`config.mk`:
```
export PLATFORM = sky130hd
export DESIGN_NAME = dmem_request_ctrl
export DESIGN_NICKNAME = d
export VERILOG_FILES = /design/src/rtl/dmem_request_ctrl.sv
export SDC_FILE = /design/constraint.sdc
export NUM_CORES = 1
export LEC_CHECK = 0
export CAP_MARGIN = 40
export CORE_ASPECT_RATIO = 1.2
export CORE_MARGIN = 2
export CORE_UTILIZATION = 40
export DETAILED_ROUTE_END_ITERATION = 12
export PLACE_DENSITY = 0.83
export SLEW_MARGIN = 20
export SYNTH_ARGS = -nofsm -noshare
export SYNTH_HDL_FRONTEND = slang
export SYNTH_SLANG_ARGS = --single-unit
export TNS_END_PERCENT = 1
```
`constraint.sdc`:
```
create_clock -name clk -period 2.28 [get_ports clk]
set_clock_uncertainty 0.2 [all_clocks]
set_input_delay 0.57 -clock clk [delete_from_list [all_inputs] [get_ports clk]]
set_output_delay 0.57 -clock clk [all_outputs]
set_load 0.01 [all_outputs]
```
`src/rtl/dmem_request_ctrl.sv`:
```
// rtl/dmem_request_ctrl.sv - data-memory request controller
// Accepts one load/store at a time, validates it, strobes memory and returns a one-cycle response.
module dmem_request_ctrl (
  input  logic        clk,
  input  logic        rst_n,
  input  logic        req_valid,
  output logic        req_ready,
  input  logic        req_write,
  input  logic [2:0]  req_funct3,
  input  logic [31:0] req_addr,
  input  logic [31:0] req_wdata,
  output logic        resp_valid,
  output logic [31:0] resp_rdata,
  output logic [1:0]  access_err,
  output logic        stall,
  output logic [31:0] mem_addr,
  output logic [31:0] mem_write_data,
  output logic        mem_memread,
  output logic        mem_memwrite,
  output logic [3:0]  mem_sign_mask,
  input  logic [31:0] mem_read_data
);

  typedef enum logic [1:0] {IDLE, READ, CAPT, WRITE} state_t;

  state_t      state, state_nxt;
  logic        accept;
  logic [3:0]  mask_dec;
  logic        illegal;
  logic        misaligned;
  logic [1:0]  err_code;

  assign req_ready = (state == IDLE);
  assign stall     = (state != IDLE);
  assign accept    = req_valid && req_ready;

  always_comb begin
    mask_dec = 4'b0000;
    illegal  = 1'b0;
    if (req_write) begin
      case (req_funct3)
        3'b000:  mask_dec = 4'b0001;
        3'b001:  mask_dec = 4'b0011;
        3'b010:  mask_dec = 4'b0111;
        default: illegal  = 1'b1;
      endcase
    end else begin
      case (req_funct3)
        3'b000:  mask_dec = 4'b1001;
        3'b001:  mask_dec = 4'b1011;
        3'b010:  mask_dec = 4'b0111;
        3'b100:  mask_dec = 4'b0001;
        3'b101:  mask_dec = 4'b0011;
        default: illegal  = 1'b1;
      endcase
    end
  end

  // funct3[1:0] encodes access size for every legal code: 00 byte, 01 half, 10 word
  assign misaligned = ((req_funct3[1:0] == 2'b01) && req_addr[0]) ||
                      ((req_funct3[1:0] == 2'b10) && (req_addr[1:0] != 2'b00));
  assign err_code   = illegal ? 2'b10 : (misaligned ? 2'b01 : 2'b00);

  always_comb begin
    state_nxt = state;
    case (state)
      IDLE: begin
        if (accept && (err_code == 2'b00)) begin
          state_nxt = req_write ? WRITE : READ;
        end
      end
      READ:    state_nxt = CAPT;
      CAPT:    state_nxt = IDLE;
      WRITE:   state_nxt = IDLE;
      default: state_nxt = IDLE;
    endcase
  end

  always_ff @(posedge clk or negedge rst_n) begin
    if (!rst_n) begin
      state <= IDLE;
    end else begin
      state <= state_nxt;
    end
  end

  always_ff @(posedge clk or negedge rst_n) begin
    if (!rst_n) begin
      mem_addr       <= 32'd0;
      mem_write_data <= 32'd0;
      mem_sign_mask  <= 4'd0;
      mem_memread    <= 1'b0;
      mem_memwrite   <= 1'b0;
      resp_valid     <= 1'b0;
      access_err     <= 2'b00;
      resp_rdata     <= 32'd0;
    end else begin
      mem_memread  <= accept && (err_code == 2'b00) && !req_write;
      mem_memwrite <= accept && (err_code == 2'b00) && req_write;
      resp_valid   <= (accept && (err_code != 2'b00)) || (state == CAPT) || (state == WRITE);
      access_err   <= accept ? err_code : 2'b00;
      if (accept) begin
        mem_addr       <= req_addr;
        mem_write_data <= req_wdata;
        mem_sign_mask  <= mask_dec;
      end
      if (state == CAPT) begin
        resp_rdata <= mem_read_data;
      end
    end
  end

endmodule

```
== After elaboration in Yosys (flattened, before gate mapping) ==
Index checks and enable logic that the tools add are counted.
Operators by class
  eq/ne operators: 10
  muxes and demuxes: 12
  reduce and logical (&&, ||, !) cells: 20
Operators with widths (number)
  $pmux W4 S5: 1
  $pmux W3 S3: 1
  $mux W2: 4
  $logic_and A1 B1 Y1: 7
  $eq A2 B2 Y1 const B: 3
  $eq A3 B3 Y1 const B: 2
  $pmux W2 S3: 1
  $reduce_bool A2 Y1: 3
  $reduce_or A5 Y1: 1
  $eq A2 B1 Y1 const B: 2
  $logic_not A2 Y1: 2
  $mux W1: 4
  $mux W4: 1
  $eq A3 B1 Y1 const B: 1
  $eq A3 B2 Y1 const B: 1
  $logic_not A3 Y1: 1
  $logic_or A1 B1 Y1: 3
  $reduce_or A3 Y1: 1
  $ne A2 B1 Y1 const B: 1
  $reduce_or A2 Y1: 1
  $logic_not A1 Y1: 1
Word-level totals
  register bits after elaboration: 107
  bits of input ports: 103
  output and inout port bits: 107
  word-level logic and storage cells: 51

== Depth between registers and ports, before layout ==
Gate-level depths: netlist of the first run.
  word-level depth: 9
  depth in mapped cells: 5
  mapped depth without buffers: 3

== Least setup slack after synthesis of the first run ==
Ideal clock, no wire load.
  path kind: input to register
  from: input req_valid
  to: register mem_sign_mask[1]
  setup time: 123 ps
  arrival: 1378 ps
  required time: 1957 ps
  path slack: 580 ps
  stages on the path: 5
  path buffers: 2
  cell sequence: or3b_1 -> buf_2 -> buf_6 -> a221oi_2 -> nor2_1
Between the ends
  longest elaborated chain between the ends: 1
RTL lines
  from (decl): line 6  | input logic req_valid,
  $logic_and A1 B1 Y1: line 35  | assign accept = req_valid && req_ready;
  to (signal assigned): line 105  | mem_sign_mask <= mask_dec;
  to (decl): line 20  | output logic [3:0] mem_sign_mask,
No other way between the ends.
A chain may end at the register's enable or synchronous reset.

== Worst setup path after layout of the first run ==
  from: register state[0]
  to: output req_ready
Between the ends
  longest elaborated chain between the ends: 1
RTL lines
  from (decl): line 26  | state_t state, state_nxt;
  from (signal assigned): line 83  | state <= state_nxt;
  $logic_not A2 Y1: line 33  | assign req_ready = (state == IDLE);
  to (decl): line 7  | output logic req_ready,
No other way between the ends.

==> flow_summary.toml, run 1 <==
[status]
status = "finished, final reports clean"

[floorplan]
start_util_pct = 40.8
coreArea_sq_um = 9960
die_w_um = 96.0
io_pins = 210
die-height_um = 114
placementRows = 40
dieArea_sq_um = 11000

[global_routing]
grt_max_degree = 108
use_met3_pct = 4.08
met1_usage_pct = 22.0
grt_first_pass_wirelength_mm = 16.0
track_usage_pct = 18.8
grt_pass1_vias = 3411
grt_busiest_layer = "met2"
antenna_found_initial = 0
grt_overflow = 0
grt.met2_usage_pct = 32.7

[route]
ant_nets = 0
drc_errors = 0
via_per_inst = 4.65
dr.pass1.iters = 5
routed_wl_mm = 10.2
wl_per_cell_um = 14.1
drt_iter0_markers = 141
num_vias = 3371

[timing]
final.period_utilization_pct = 91.4
max_clock_freq_ghz = 0.480
layout_setup_ws_ps = 196
setup_viol = 0
tightest_slew_ps = 561
drv_slew = 0
relSlewSlack_pct = 62.6
tns_ps = 0
hold_viol_final = 0
rsz0062_at_grt = "false"
fin_crit_ps = 2080

[cts]
cts_buffer_depth = 2
cts-resized-gates = 2
clock_sinks = 107
cts_hold_buffers = 0
insertion_delay_ps = 330
clk_pin_slew_ps = 60
cts_tree = "done"
numCtsBuffers = 9
ctsHtreeMaxLevel = 3
postCtsSetupRepairBufs = 0
root_buffer = "clkbuf_16"

[final_layout]
insertedDiodeCount = 0
fin_nets = 699
area_growth_pct = 63.3
layoutNonFillerInstCount = 725
stdcell_area_sq_um = 6640
drive_gt1_share_pct = 10.5

[power]
p_seq_share_pct = 43.6
cell_internal_pwr_mw = 4.25
swShare_pct = 26.9
clkPwrFrac_pct = 24.1
fin_total_pwr_mw = 5.81
leakage_nw = 3.10
p_sw_mw = 1.56
peakVddDrop_v = 0.000398
combPwrFrac_pct = 32.3
power.density_nw_per_um2 = 876

[critical_path]
path_class = "reg2out"
reg2reg_from = "state[0]"
r2r_end = "mem_sign_mask[3]"
required_ps = 1510
reg2regPathDepth = 4
critPathArrivalTime_ps = 1310
rrSetupSlack_ps = 440
crit_fanout = 2
start_kind = "flop"
critPathCaptureType = "primary output"

[yosys]
postSynthNetCount = 486
syn_inst = 383
ys_warn_count = 0
ys_seq_area_share_pct = 65.9
netlist_area_sq_um = 4060
syn_avg_cell_area_sq_um = 10.6
synth.ff_latch_count = 107
ys_types = 27

[placed_design]
pre_cts_slack_ps = -51.8
hpwlAfterDp_mm = 7.62
dpl_cell_area_sq_um = 6370
place_inst = 711
portBuffers = 209
gp_congestion = 0.757

[worst_hold_path]
min_path_type = "in2async"

[flow_run]
cap_violations = 0
worst max-delay path: stages, from the launching register on:
cell and delay [ps]:
dfrtp_1 370, or2_2 310, inv_1 50, dlygate4sd2_1 250
metal layers:
| metal | share of wire (%) | routed length, um | vias to the layer above |
|---|---|---|---|
| met2 | 52 | 5330 | 138 |
| met5 | 0 | 0 | - |
| met1 | 38 | 3930 | 1592 |
| li1 | - | - | 1626 |
| met4 | 1.7 | 174 | 0 |
| met3 | 7.8 | 797 | 15 |
how the worst max path moves through the flow:
stage | cells past startpoint | to | start
4_1_cts | 3 | req_ready | state[0]
3_3_place_gp | 4 | mem_sign_mask[3] | req_valid
3_5_place_dp | 4 | mem_sign_mask[3] | req_valid
6_report | 3 | req_ready | state[0]
5_1_grt | 3 | req_ready | state[0]
2_1_floorplan | 5 | mem_sign_mask[1] | req_valid
Yosys cell counts:
cell type / n / area [sq um]
or3b_1: 1 / 8.76
o21ai_0: 2 / 10.0
nand3b_1: 1 / 7.51
nand3_1: 1 / 5.00
or2_2: 1 / 6.26
buf_4: 3 / 22.5
inv_1: 1 / 3.75
a21oi_1: 2 / 10.0
mux2_2: 30 / 338
o211a_1: 1 / 10.0
nand2_1: 196 / 736
buf_2: 8 / 40.0
clkbuf_2: 1 / 5.00
a21o_1: 1 / 7.51
nor2_1: 8 / 30.0
mux2_1: 2 / 22.5
a221oi_2: 1 / 15.0
a221oi_1: 1 / 8.76
clkbuf_1: 6 / 22.5
nor4_1: 1 / 6.26
o41ai_2: 1 / 16.3
nor3_1: 3 / 15.0
dfrtp_1: 107 / 2680
buf_6: 1 / 11.3
nor3_2: 1 / 10.0
nor3b_2: 1 / 12.5
nor2b_1: 1 / 6.26
power by group through the flow:
stage | registers, mW | clock network [mW] | logic, mW
CTS | 2.54 | 1.46 | 1.90
global route | 2.58 | 1.54 | 2.03
global placement | 2.55 | 0 | 1.86
floorplan | 2.76 | 0 | 0.470
detailed placement | 2.57 | 0 | 1.90
finish | 2.54 | 1.40 | 1.88
cells in the final DEF (no fill, tap or decap):
cell             instances
mux2_1                   2
inv_1                    1
or3b_2                   1
nand3b_1                 1
nor3_1                   3
nor2b_2                  1
a221oi_1                 1
o41ai_2                  1
nand3_1                  1
o21ai_0                  2
clkbuf_8                 2
buf_12                   5
nor2_1                   8
nor4_1                   1
clkinv_2                 1
dfrtp_1                107
clkinvlp_4               1
nor3b_4                  1
clkbuf_16                9
mux2_2                  30
clkbuf_1                 1
or2_2                    1
nor3_2                   1
dlygate4sd2_1            2
a21o_1                   1
a221oi_2                 1
clkdlybuf4s50_1        206
o211a_1                  1
buf_4                    8
a21oi_1                  2
nand2_1                196
registers in the layout, indices dropped and copies added (netlist names):
signal          flops
mem_addr           32
state               2
mem_write_data     32
access_err          2
mem_memread         1
mem_memwrite        1
resp_valid          1
resp_rdata         32
mem_sign_mask       4
cells by family (layout without fill, tap and decap cells):
family	after synthesis	count (layout)	synth area share, %
and+or+nand+nor	215	215	20.8
DFF	107	107	65.9
muxes	32	32	8.87
buffers and inverters	20	236	2.59
AOI/OAI and AO/OA	9	9	1.91
through the flow:
stage	util (%)	hold WS, ps
2_1_floorplan	-	74.4
3_3_place_gp	64.0	253
3_5_place_dp	64.0	261
4_1_cts	66.6	126
5_1_grt	66.6	152
6_report	66.6	88.0
layout make-up:
| cell class | count | area [sq um] |
|---|---|---|
| Clock buffer | 12 | 256 |
| Clock inverter | 2 | 12.5 |
| Fill cell | 756 | 3320 |
| Inverter | 1 | 3.75 |
| Multi-Input combinational cell | 256 | 1290 |
| Sequential cell | 107 | 2680 |
| Tap cell | 126 | 158 |
| Timing Repair Buffer | 221 | 2240 |
(Power assumes the default switching activity.)
==> run 2: changes to the inputs <==
--- a/config.mk
+++ b/config.mk
@@ -11,7 +11,6 @@
 export CORE_UTILIZATION = 40
 export DETAILED_ROUTE_END_ITERATION = 12
 export PLACE_DENSITY = 0.83
-export SLEW_MARGIN = 20
 export SYNTH_ARGS = -nofsm -noshare
 export SYNTH_HDL_FRONTEND = slang
 export SYNTH_SLANG_ARGS = --single-unit
==> results of run 2 <==
Final layout, timing and power as in run 1 (identical DEF).
==> run 3: changes to the inputs <==
--- a/config.mk
+++ b/config.mk
@@ -6,11 +6,13 @@
 export NUM_CORES = 1
 export LEC_CHECK = 0
 export CAP_MARGIN = 40
+export CELL_PAD_IN_SITES_DETAIL_PLACEMENT = 1
+export CELL_PAD_IN_SITES_GLOBAL_PLACEMENT = 1
 export CORE_ASPECT_RATIO = 1.2
 export CORE_MARGIN = 2
-export CORE_UTILIZATION = 40
+export CORE_UTILIZATION = 31
 export DETAILED_ROUTE_END_ITERATION = 12
-export PLACE_DENSITY = 0.83
+export PLACE_DENSITY = 0.87
 export SYNTH_ARGS = -nofsm -noshare
 export SYNTH_HDL_FRONTEND = slang
 export SYNTH_SLANG_ARGS = --single-unit
==> constraint.sdc (replaced) <==
create_clock -name clk -period 2.6 [get_ports clk]
set_clock_uncertainty 0.2 [all_clocks]
set_input_delay 0.65 -clock clk [delete_from_list [all_inputs] [get_ports clk]]
set_output_delay 0.65 -clock clk [all_outputs]
set_load 0.01 [all_outputs]
==> flow_summary.toml, run 3 (synthesis results as in run 1) <==
[final_layout]
fin_nets = 698
drive_gt1_share_pct = 11.2
final_util_pct = 52.7
layout_common_cells = "clkdlybuf4s50_1 (208), nand2_1 (196), dfrtp_1 (105)"
reg.largest.list = "mem_addr x32, mem_write_data x32, resp_rdata x32"
mostFrequentLayoutCell = "clkdlybuf4s50_1"
area_growth_pct = 64.9
insertedDiodeCount = 0
fillers = 1404

[floorplan]
die_w_um = 109
dieArea_sq_um = 14000
io_pins = 210
start_util_pct = 31.9
placementRows = 45
die-height_um = 129
coreArea_sq_um = 12700

[cts]
clock_sinks = 107
cts_tree = "done"
root_buffer = "clkbuf_16"
ctsHtreeMaxLevel = 3
numCtsBuffers = 9
clk_pin_slew_ps = 70
cts_buffer_depth = 2
insertion_delay_ps = 330

[timing]
hold_viol_final = 0
tns_ps = 0
relSlewSlack_pct = 70.3
rsz0062_at_grt = "false"
final.period_utilization_pct = 98.0
fin_crit_ps = 2550
setup_viol = 0
drv_slew = 0
tightest_slew_ps = 445
max_clock_freq_ghz = 0.393

[flow_run]
cap_violations = 0

[critical_path]
required_ps = 1750
critPathTopFamily = "buffers and inverters"
crit_fanout = 4
slowest_delay_ps = 520
cp-startpoint = "state[0]"
crit_slowest_cell = "clkdlybuf4s50_1"
reg2reg_from = "state[0]"
critPathCaptureType = "primary output"
critPathBufInv = 2
critPathArrivalTime_ps = 1700
start_kind = "flop"
cp.depth = 3
path_class = "reg2out"
reg2regPathDepth = 4
path_cells = "or2_2, inv_1, clkdlybuf4s50_1"

[route]
wl_per_cell_um = 16.3
dr.pass1.iters = 4
ant_nets = 0
routed_wl_mm = 12.4
drc_errors = 0
drt_iter0_markers = 43
num_vias = 3507
via_per_inst = 4.59

[global_routing]
antenna_found_initial = 0
track_usage_pct = 17.7
grt_first_pass_wirelength_mm = 19.2
grt_overflow = 0
grt_pass1_vias = 3927
grt_max_degree = 42

[status]
status = "finished, final reports clean"

[placed_design]
portBuffers = 209
gp_congestion = 0.753
hpwlAfterDp_mm = 9.55

[power]
combPwrFrac_pct = 31.9
swShare_pct = 28.3
power.density_nw_per_um2 = 780
peakVddDrop_v = 0.000378
cell_internal_pwr_mw = 3.75
leakage_nw = 3.10
p_sw_mw = 1.48
fin_total_pwr_mw = 5.23
clkPwrFrac_pct = 25.5
p_seq_share_pct = 42.6

[worst_hold_path]
min_path_type = "in2async"
## run 3: final timing paths
path                                     to  slack [ps]
hold reg to reg                mem_addr[18]         270
hold / removal               resp_rdata[12]          40
setup reg to reg           mem_sign_mask[3]         700
max in group asynchronous    resp_rdata[18]        1480
setup / recovery                  req_ready          50
min in group clk               mem_addr[18]         270
## run 3: layout make-up
cell class | instances | area [sq um] | share of cell area [%]
clock inverters | 5 | 46.3 | 0.691
repair buffers | 220 | 2220 | 33.2
clock buffers | 11 | 253 | 3.77
flip-flops and latches | 107 | 2680 | 40.0
inverters | 1 | 3.75 | 0.0560
well taps | 164 | 205 | 3.06
multi-input cells | 256 | 1290 | 19.3
## run 3: repair_timing
action | 4_1_cts | 5_1_grt
endpoints found under the setup margin | 0 | 1
buffers inserted | 0 | 2
resized for setup | 0 | 2
hold buffers | 0 | 0
## run 3: power groups by stage
stage	Combinational [mW]	Clock, mW	Sequential, mW
floorplan	0.412	0	2.42
global placement	1.63	0	2.23
detailed placement	1.69	0	2.26
CTS	1.70	1.38	2.24
global route	1.81	1.44	2.28
finish	1.67	1.33	2.23
## run 3: layer usage
layer	vias to the layer above	wire (um)	global-route usage [%]
met3	8	1110	6.04
li1	1624	-	-
met2	141	6680	34.2
met1	1734	4560	18.2
met5	-	0	0
met4	0	84	3.92
## run 3: per-stage QoR
stage | cell area, sq um | std cells | setup WS (ps) | hold slack [ps]
after floorplan | 4060 | 383 | 820 | 154
after global placement | 6380 | 746 | 135 | 257
after detailed placement | 6380 | 746 | 102 | 265
after CTS | 6680 | 762 | 6.12 | 58.3
after global routing | 6700 | 764 | 6.78 | 66.2
final | 6700 | 764 | 53.2 | 42.0
==> patch (config.mk and constraints of run 1) <==
Make the reset (`rst_n`) synchronous in 2 clocked blocks.
--- a/src/rtl/dmem_request_ctrl.sv
+++ b/src/rtl/dmem_request_ctrl.sv
@@ -78,3 +78,3 @@
 
-  always_ff @(posedge clk or negedge rst_n) begin
+  always_ff @(posedge clk) begin
     if (!rst_n) begin
@@ -86,3 +86,3 @@
 
-  always_ff @(posedge clk or negedge rst_n) begin
+  always_ff @(posedge clk) begin
     if (!rst_n) begin
Behaviour: differs if rst_n is asserted again (counterexample within 4 cycles, from zero or initial values and one cycle with rst_n low); with rst_n held inactive, the same outputs for 10 cycles.
==> patch against run 1 <==
- final area down 1.3%
- area after synthesis fell by 1.4%
- critical path depth fell by 1
- sequential cell count unchanged
- worst setup slack got worse by 140 ps
- routed wire length increased by 7.4%
- critical path type unchanged
Power is not compared: it rests on default switching activity, and its combinational part moved more than twofold at a synthesized area within 25%.
==> patch: results (changes against run 1) <==
stage,metric,value,unit,change
global_route,first-pass GRT wire length,17400,µm,was 16000 µm
drt,via/cell ratio,4.76,,was 4.65
power,peak supply drop,417,µV,
placement,HPWL after detailed placement,8110,µm,was 7620 µm
final_layout,layout cells sized above 1,4.90,%,was 10.5%
min_path,HP Class,flop to flop,,was input pin to async pin
sta,worst hold slack,253,ps,was 88.0 ps
clock_network,Clock transition at path regs,70,ps,
final_layout,fillers,816,,was 756
critical_path,R2R cell count,5,,was 4
synth,Mapped Nets,572,,was 486
placement,Placement Cell Area,6230,µm²,was 6370 µm²
global_route,pin count of the biggest net entering global routing,66,,was 108
synth,sequential area share after synthesis,53.4,%,was 65.9%
synth,Synth area leaders,"dfxtp_1, nand2_1, a21boi_0, a21boi_1, clkbuf_1",,"was dfrtp_1, nand2_1, mux2_2, buf_2, nor2_1"
clock_network,PostCTS Resize Cnt,0,,was 2
synth,Main synth FF type,dfxtp_1,,was dfrtp_1
outcome,status,"complete, no violations",,unchanged
placement,IO buf count,209,,unchanged
placement,dpl ws,-40.1,ps,was -51.8 ps
global_route,GRT Overall Usage,20.3,%,was 18.8%
power,Leak,2.41,nW,
sta,Max-slew headroom,73.5,%,was 62.6%
drt,DRT iter0 DRCs,138,,was 141
clock_network,root buf cell,clkbuf_16,,unchanged
min_path,hold_sp,mem_addr[18]$_SDFFE_PN0P_,,
synth,Synth async-reset ratio,0,%,was 100%
critical_path,crit path DAT,1460,ps,was 1310 ps
clock_network,number of CTS-inserted buffers,9,,unchanged
drt,drt wl/cell,13.7,µm,was 14.1 µm
critical_path,internal reg-to-reg setup slack,530,ps,was 440 ps
clock_network,# H-tree levels,3,,unchanged
critical_path,CP startpoint,state[1]$_SDFFE_PN0P_,,was state[0]$_DFFE_PN0P_
clock_network,worst skew pair latency,330,ps,about the same
critical_path,Reg2Reg Capture Point,mem_write_data[15]$_SDFFE_PN0P_,,was mem_sign_mask[3]$_DFFE_PN0P_
global_route,vias in the first global route,3758,,was 3411
synth,"Distinct cells, synth",29,,was 27
final_layout,Layout Nets,772,,was 699
placement,Final Wtd Congestion,0.834,,was 0.757
drt,drt pass-1 iters,4,,was 5
synth,most frequent cells after synthesis,"nand2_1, dfxtp_1, a21boi_0",,"was nand2_1, dfrtp_1, mux2_2"
-- patch: logic make-up (layout without fill, tap and decap cells) --
logic type	after synthesis	in the layout	share of synthesized area [%]
AO/OA/AOI/OAI	108	108	20.3
XOR/XNOR	1	1	0.219
buffers and inverters	36	241	4.43
flip-flops	107	107	53.4
AND/OR/NAND/NOR	217	217	21.7
-- patch: worst max path at each step --
stage / to / slack [ps] / depth (start not counted)
2_1_floorplan: mem_addr[0]$_SDFFE_PN0P_ / 580 / 6
3_3_place_gp: mem_sign_mask[2]$_SDFFE_PN0P_ / -20 / 6
3_5_place_dp: mem_write_data[15]$_SDFFE_PN0P_ / -40 / 6
4_1_cts: req_ready / 40 / 2
5_1_grt: req_ready / 5 / 2
6_report: req_ready / 50 / 2
-- patch: power breakdown --
group | switching, mW | leakage, nW | internal [mW]
combinational | 0.293 | 1.38 | 0.423
clock | 0.646 | 0.157 | 0.993
sequential | 0.0478 | 0.875 | 1.97
-- patch: metrics by stage --
stage	instances	utilization, %	power, mW
after CTS	800	66.1	4.42
after detailed placement	784	62.9	2.78
final	800	66.1	4.37
after floorplan	469	-	2.33
after global routing	800	66.1	4.56
after global placement	784	62.9	2.76
-- patch: worst max-delay path, stage by stage, from the launching register on --
cell,delay [ps]
dfxtp_1,320
nor2_1,220
clkdlybuf4s50_1,590
-- patch: per-layer routing --
layer  share of wire, %  up-vias  routed length [µm]  track usage, %
li1                   -     1920                   -               -
met1                 38     1741                4230            21.8
met2                 51      132                5580            36.4
met3                8.7       15                 961            7.40
met4                2.0        0                 218            6.95
met5                  0        -                   0               0
-- patch: final cells by class --
class / instances / area share, %
inverter: 2 / 0.115
timing repair buffer: 223 / 34.0
clock inverter: 4 / 1.13
clock buffer: 12 / 3.76
tap: 126 / 2.41
multi-input combinational: 326 / 25.8
sequential: 107 / 32.7
